### config.mk
export PLATFORM = sky130hd
export DESIGN_NAME = updn_mod_counter
export DESIGN_NICKNAME = d
export VERILOG_FILES = /design/src/rtl/counter_pkg.sv /design/src/rtl/updn_mod_counter_next.sv /design/src/rtl/updn_mod_counter.sv
export SDC_FILE = /design/constraint.sdc
export NUM_CORES = 1
export LEC_CHECK = 0
export BUFFER_PORTS_ARGS = -buffer_cell sky130_fd_sc_hd__buf_2
export CORE_MARGIN = 3
export CORE_UTILIZATION = 51
export CTS_CLUSTER_SIZE = 40
export DETAILED_ROUTE_END_ITERATION = 10
export GPL_ROUTABILITY_DRIVEN = 0
export PLACE_DENSITY = 0.79
export SLEW_MARGIN = 20
export SYNTH_ARGS = -nofsm -noshare
export SYNTH_HDL_FRONTEND = slang
export SYNTH_SLANG_ARGS = --single-unit
### constraint.sdc
create_clock -name clk -period 2.9 [get_ports clk]
set_input_delay 0.29 -clock clk [delete_from_list [all_inputs] [get_ports clk]]
set_output_delay 0.29 -clock clk [all_outputs]
set_load 0.005 [all_outputs]
### src/rtl/counter_pkg.sv
`default_nettype none
// ============================================================================
// Module   : counter_pkg
// Purpose  : Shared constants for the up/down modulus counter: default data
//            width and the encoding of the up_dn direction input.
// Revision : 1.0 - initial release
// ============================================================================
package counter_pkg;

    // Default counter / data width in bits.
    localparam int COUNTER_WIDTH = 8;

    // Encoding of the up_dn input.
    localparam logic DIR_UP   = 1'b1;
    localparam logic DIR_DOWN = 1'b0;

endpackage : counter_pkg
`default_nettype wire

### src/rtl/updn_mod_counter_next.sv
`default_nettype none
// ============================================================================
// Module   : updn_mod_counter_next
// Purpose  : Combinational next-count and wrap detection for the up/down
//            modulus counter. Holds no state.
// Ports    : count   (in,  WIDTH) current count
//            modulus (in,  WIDTH) terminal value, count range 0..modulus
//            up_dn   (in,  1)     1 = up, 0 = down
//            next    (out, WIDTH) next count (wrap target on a wrap event)
//            wrap    (out, 1)     the step would cross the terminal value
// Revision : 1.0 - initial release
// ============================================================================
module updn_mod_counter_next
    import counter_pkg::*;
#(
    parameter int WIDTH = COUNTER_WIDTH
) (
    input  logic [WIDTH-1:0] count,
    input  logic [WIDTH-1:0] modulus,
    input  logic             up_dn,
    output logic [WIDTH-1:0] next,
    output logic             wrap
);

    localparam logic [WIDTH-1:0] ONE = {{(WIDTH-1){1'b0}}, 1'b1};

    always_comb begin
        next = count;
        wrap = 1'b0;
        if (up_dn == DIR_UP) begin
            // count >= modulus (including count above a lowered modulus,
            // and modulus = 0) is a wrap back to zero.
            if (count < modulus) begin
                next = count + ONE;
            end else begin
                wrap = 1'b1;
                next = '0;
            end
        end else begin
            // Counting down only wraps at zero; a count above modulus just
            // decrements until it re-enters the range.
            if (count != '0) begin
                next = count - ONE;
            end else begin
                wrap = 1'b1;
                next = modulus;
            end
        end
    end

endmodule : updn_mod_counter_next
`default_nettype wire

### src/rtl/updn_mod_counter.sv
`default_nettype none
// ============================================================================
// Module   : updn_mod_counter
// Purpose  : Loadable up/down counter with run-time modulus, one-shot or
//            wrap mode, registered terminal-count pulse and optional count
//            snapshot (capture) feature.
// Config   : define UPDN_MOD_COUNTER_CAPTURE_EN to build the capture logic;
//            otherwise capture is ignored and cap_value/cap_valid read 0.
// Ports    : clk           (in)         clock, rising edge
//            rst           (in)         asynchronous active-high reset
//            load          (in)         synchronous load of base_count
//            base_count    (in,  WIDTH) load value
//            en            (in)         count enable
//            up_dn         (in)         1 = up, 0 = down
//            modulus       (in,  WIDTH) terminal value
//            one_shot      (in)         1 = stop at terminal, 0 = wrap
//            out_en        (in)         gate for counter_state
//            counter_state (out, WIDTH) count, or zero when out_en = 0
//            tc            (out)        registered terminal-count pulse
//            halted        (out)        one-shot run finished
//            capture       (in)         snapshot request
//            cap_value     (out, WIDTH) captured count
//            cap_valid     (out)        one-cycle pulse on cap_value update
// Revision : 1.0 - initial release
// ============================================================================
module updn_mod_counter
    import counter_pkg::*;
#(
    parameter int WIDTH = COUNTER_WIDTH
) (
    input  logic             clk,
    input  logic             rst,
    input  logic             load,
    input  logic [WIDTH-1:0] base_count,
    input  logic             en,
    input  logic             up_dn,
    input  logic [WIDTH-1:0] modulus,
    input  logic             one_shot,
    input  logic             out_en,
    output logic [WIDTH-1:0] counter_state,
    output logic             tc,
    output logic             halted,
    input  logic             capture,
    output logic [WIDTH-1:0] cap_value,
    output logic             cap_valid
);

    logic [WIDTH-1:0] count_q, count_d;
    logic             tc_q, tc_d;
    logic             halted_q, halted_d;
    logic [WIDTH-1:0] step_next;
    logic             step_wrap;

    updn_mod_counter_next #(
        .WIDTH (WIDTH)
    ) u_next (
        .count   (count_q),
        .modulus (modulus),
        .up_dn   (up_dn),
        .next    (step_next),
        .wrap    (step_wrap)
    );

    // Priority: load > (en and not halted) > hold. tc is only ever set by
    // a processed wrap, so it is a single-cycle pulse and cannot repeat
    // while halted because halted blocks further steps.
    always_comb begin
        count_d  = count_q;
        tc_d     = 1'b0;
        halted_d = halted_q;
        if (load) begin
            count_d  = base_count;
            halted_d = 1'b0;
        end else if (en && !halted_q) begin
            if (step_wrap) begin
                tc_d = 1'b1;
                if (one_shot) begin
                    halted_d = 1'b1;  // count stays at the terminal value
                end else begin
                    count_d = step_next;
                end
            end else begin
                count_d = step_next;
            end
        end
    end

    always_ff @(posedge clk or posedge rst) begin
        if (rst) begin
            count_q  <= '0;
            tc_q     <= 1'b0;
            halted_q <= 1'b0;
        end else begin
            count_q  <= count_d;
            tc_q     <= tc_d;
            halted_q <= halted_d;
        end
    end

    assign counter_state = out_en ? count_q : '0;
    assign tc            = tc_q;
    assign halted        = halted_q;

`ifdef UPDN_MOD_COUNTER_CAPTURE_EN
    logic [WIDTH-1:0] cap_value_q, cap_value_d;
    logic             cap_valid_q, cap_valid_d;

    // Snapshot takes the pre-edge count, so it is independent of any load
    // or step happening on the same edge.
    always_comb begin
        cap_value_d = cap_value_q;
        cap_valid_d = capture;
        if (capture) begin
            cap_value_d = count_q;
        end
    end

    always_ff @(posedge clk or posedge rst) begin
        if (rst) begin
            cap_value_q <= '0;
            cap_valid_q <= 1'b0;
        end else begin
            cap_value_q <= cap_value_d;
            cap_valid_q <= cap_valid_d;
        end
    end

    assign cap_value = cap_value_q;
    assign cap_valid = cap_valid_q;
`else
    // Capture is not built; the port is kept but deliberately unused.
    logic unused_capture;
    assign unused_capture = capture;
    assign cap_value      = '0;
    assign cap_valid      = 1'b0;
`endif

endmodule : updn_mod_counter
`default_nettype wire

=== Yosys cells after proc, flatten, opt, wreduce, memory -nomap -nowiden ===
Index checks and enable logic that the tools add are counted.

* Output and inout port bits: 19
* Bits of input ports: 24
* Logic and storage cells: 33
* Register bits after elaboration: 10

* Reduce and logical (&&, ||, !) cells: 8
* Equality and inequality tests: 1
* Order comparisons: 1
* Muxes and demuxes: 18
* Add/sub/neg operators: 2

{| class="wikitable"
|+ Operator list
! operator !! count
|-
| 8-bit two-way mux || 8
|-
| 1-bit two-way mux || 10
|-
| 8-bit by 1-bit adder with 8-bit output (second input constant) || 1
|-
| 8-bit less-than comparator || 1
|-
| 8-bit nonzero test || 1
|-
| 8-bit by 1-bit subtractor with 8-bit output (second input constant) || 1
|-
| 2-bit nonzero test || 3
|-
| 3-bit inequality test (second input constant) || 1
|-
| 3-bit AND reduction || 1
|-
| 2-bit AND reduction || 1
|-
| 1-bit logical AND || 1
|-
| 1-bit logical NOT || 1
|}

=== Longest topological paths before layout ===
* Depth in word-level cells: 7
* Gate-level depth with buffers: 9
* Mapped depth without buffers: 8

=== Cells and area by module ===
A second synthesis with hierarchy kept.

* Cells, all modules: 148
* Area, all modules: 1268.7 µm²

{| class="wikitable"
|+ Modules (own cells, without submodules)
! module !! cells each !! times used !! area each (µm²)
|-
| updn_mod_counter || 52 || 1 || 648.1
|-
| updn_mod_counter_next || 96 || 1 || 620.6
|}

=== Worst setup path after synthesis ===
OpenSTA, ideal clock, no wires.

* Path type: register to register
* Start point: register count_q[0]
* End point: register count_q[7]
* Stages on the path, launching flop included: 10
* Arrival: 1.918 ns
* Clock period less this slack: 2.044 ns
* Setup slack: 0.856 ns
* Buffers on the path: 1
* Data required time: 2.774 ns
* Path through: dfrtp_1 -> clkbuf_2 -> inv_1 -> ha_1 -> or4b_4 -> o21ai_4 -> nand2_2 -> o21ai_4 -> nor2b_1 -> a221o_1

* Word-level cells in the longest chain between the ends: 7

{| class="wikitable"
|+ Ends and longest elaborated chain
! what !! RTL line !! RTL
|-
| start: declaration || updn_mod_counter.sv:48 || <nowiki>logic [WIDTH-1:0] count_q, count_d;</nowiki>
|-
| start signal: assignment || updn_mod_counter.sv:94 || <nowiki>count_q <= count_d;</nowiki>
|-
| 8-bit by 1-bit subtractor with 8-bit output, or another cell as far along || updn_mod_counter_next.sv:43 || <nowiki>next = count - ONE;</nowiki>
|-
| 8-bit two-way mux, on equally long branches || updn_mod_counter_next.sv:42, updn_mod_counter_next.sv:33 ||
|-
| 8-bit two-way mux || updn_mod_counter_next.sv:30 || <nowiki>if (up_dn == DIR_UP) begin</nowiki>
|-
| 8-bit two-way mux || updn_mod_counter.sv:77 || <nowiki>if (one_shot) begin</nowiki>
|-
| 8-bit two-way mux || updn_mod_counter.sv:75 || <nowiki>if (step_wrap) begin</nowiki>
|-
| 8-bit two-way mux || updn_mod_counter.sv:74 || <nowiki>end else if (en && !halted_q) begin</nowiki>
|-
| 8-bit two-way mux || updn_mod_counter.sv:71 || <nowiki>if (load) begin</nowiki>
|}

Parallel ways exist; a longest one is shown, timed or not. The select of a mux whose other input is x is not followed.
A chain may end at the register's enable or synchronous reset.

=== Worst setup path after layout ===
* Start point: register count_q[2]
* End point: register count_q[7]

Same word-level chain as after synthesis.

==> run metrics <==
Area growth syn-to-layout 10.2%; CP Cell Sequence ha_1 > o21a_1 > nor2_1 > o31a_2 > o21ai_4 > nor2b_1 > a221o_1; Std-Cell Rows 17; Root Buffer clkbuf_4; CP bufs+invs 0; Crit Path Class reg2reg; initial antenna violation count 0; GRT overflow 0; Max Fclk 441 MHz; routed vias 1306; H-tree Lvls 1; setup bufs post-CTS 0; effective utilization at floorplan between 50% and 60%; initial detailed-routing violation count just over 70; layout cell share with drive strength beyond 1 a little over a quarter; Setup Skew roughly 4.3 ps; final hold violation count 0; post-synth cell types 56; Power Density 413 mW/mm^2; Worst VDD drop around 0.00039 V; combinational share of power a little under half; Final Cycle Share 78.2%; GRT Max-Usage Layer met2; worst hold slack between 4 and 5 ps; Syn Std Cell Area around 0.0013 mm^2; vias in the first global route 1201; first-pass GRT wire length about 5300 um; Placed Cells incl. Taps around 220; register bit total from synthesis 10; clock power share between 15 and 20%; # IOs between 40 and 50; FF-to-FF Start count_q[2]; Detailed Routing Iterations Pass 1 4; Placed Area 0.00144 mm^2; mean post-synth cell area 8.00 um^2; fin cells 220; met2 GRT Util between 30% and 40%; dpl hpwl around 2500 um; Critical Path AT 2410 ps; Power Internal around 0.35 mW; hold buffers post-CTS 0; largest net degree at the start of global routing 17; CP Launch Point count_q[2]; antenna diode count 0; ys flop type dfrtp_1; port bufs 32; Ys Warns 0; met3 usage under 10%; post-route minimum period ~2300 ps; final setup violation count 0; final WL about 3200 um; Reg power frac between 30 and 40%; CTS Sinks 10; Worst-path clk slew ~60 ps; Max FO, Critical Path 13; Switching Fraction 42.7%; required time worst endpoint just over 3000 ps; register area share after synthesis a little under a fifth; # fillers between 200 and 250; antenna-violating nets left 0; Crit. End Element register; drc violations 0; clock tree buffer depth 2; Final #Nets between 200 and 250; RSZ-0062 raised after global routing no; Slowest-stage cell, CP dfrtp_1; net load switching power roughly 0.26 mW; number of synthesized flops with an enable pin 0; CTS tree done; top cells by area, synth dfrtp_1 19%, ha_1 9.4%, buf_4 5.6%, inv_1 4.2%, o21ai_0 3.4%; Finished Core Util between 60% and 70%; Leakage between 0.6 and 0.7 nW; CP top delay family compound AO/OA/AOI/OAI gates; gr usage total roughly a fifth; post-synth top area share between 10% and 20%; top-count cell post-synth inv_1; Yosys top cell by area dfrtp_1; max-slew violations 0; Die W between 50 and 60 um; CTS Buf Count 3; Die ar. about 0.0033 mm^2; post-cts resize count 0; core area ~0.0023 mm^2; Via density 5.94; outcome completed; Fin Setup TNS 0 ps; synth cell count leaders 15 x inv_1, 10 x buf_4, 10 x dfrtp_1, 10 x ha_1, 10 x nor2_1; WL/cell between 10 and 15 um; Syn Inst Count roughly 170; Startpoint Class register; Hold WC Path Type in2async; Post-Layout Inst Area 0.00146 mm^2; FFs w/ async S/R, synth 100%; crit-path max cell delay roughly 610 ps; number of max-cap violations 0; Clock Latency Late Sink around 260 ps; GR Util met1 around 27%; die height between 50 and 60 um
## power groups by stage
stage | combinational, mW | sequential [mW] | clock (mW)
floorplan | 0.266 | 0.179 | 0
global placement | 0.276 | 0.222 | 0
detailed placement | 0.287 | 0.224 | 0
CTS | 0.290 | 0.222 | 0.0957
global route | 0.324 | 0.228 | 0.105
finish | 0.291 | 0.223 | 0.0916
## cell families after synthesis
logic type / after synthesis / synth area share, %
simple gates: 61 / 26.9
compound gates: 43 / 25.7
buf+inv: 33 / 13.3
fa+ha+maj: 10 / 9.42
flops: 10 / 18.8
xor+xnor: 5 / 3.30
mux: 3 / 2.26
other cells: 1 / 0.282
## layout make-up
cell class              instances  area [um^2]  share of cell area [%]
inverters                      15         56.3                    3.85
well taps                      28         35.0                    2.39
clock buffers                   3         22.5                    1.54
repair buffers                 33          168                    11.5
flip-flops and latches         10          250                    17.1
multi-input cells             131          932                    63.7
## metal layers
metal  up-vias  wire, um
li1        624         -
met1       601      1230
met2        77      1570
met3         4       427
met4         0        19
met5         -         0
## stage by stage
step,setup WS (ps),total power [mW]
6_report,631,0.605
5_1_grt,433,0.657
4_1_cts,627,0.607
3_5_place_dp,657,0.511
3_3_place_gp,713,0.497
2_1_floorplan,856,0.444
## path summary, 6_finish.rpt
| check | slack (ps) | end | depth (start not counted) |
|---|---|---|---|
| max in group asynchronous | 2610 | count_q[7] | 2 |
| min in group clk | 250 | count_q[5] | 3 |
| hold reg to reg | 520 | halted | 2 |
| hold / removal | 4 | halted | 2 |
| setup / recovery | 630 | count_q[7] | 7 |
| setup reg to reg | 630 | count_q[7] | 7 |
## registers in the layout, indices dropped and copies added, names as in the netlist
signal   flops
halted       1
count_q      8
tc           1
## layout by cell type, fill, tap and decap left out, types with 7 or more instances in the layout
master    n
nand2_1   9
inv_1    15
and2_1    7
conb_1    9
buf_2    32
a21oi_1   7
ha_1     10
nor2_1   10
dfrtp_1  10
o21ai_0   9
Power figures use the tool's default switching activity.
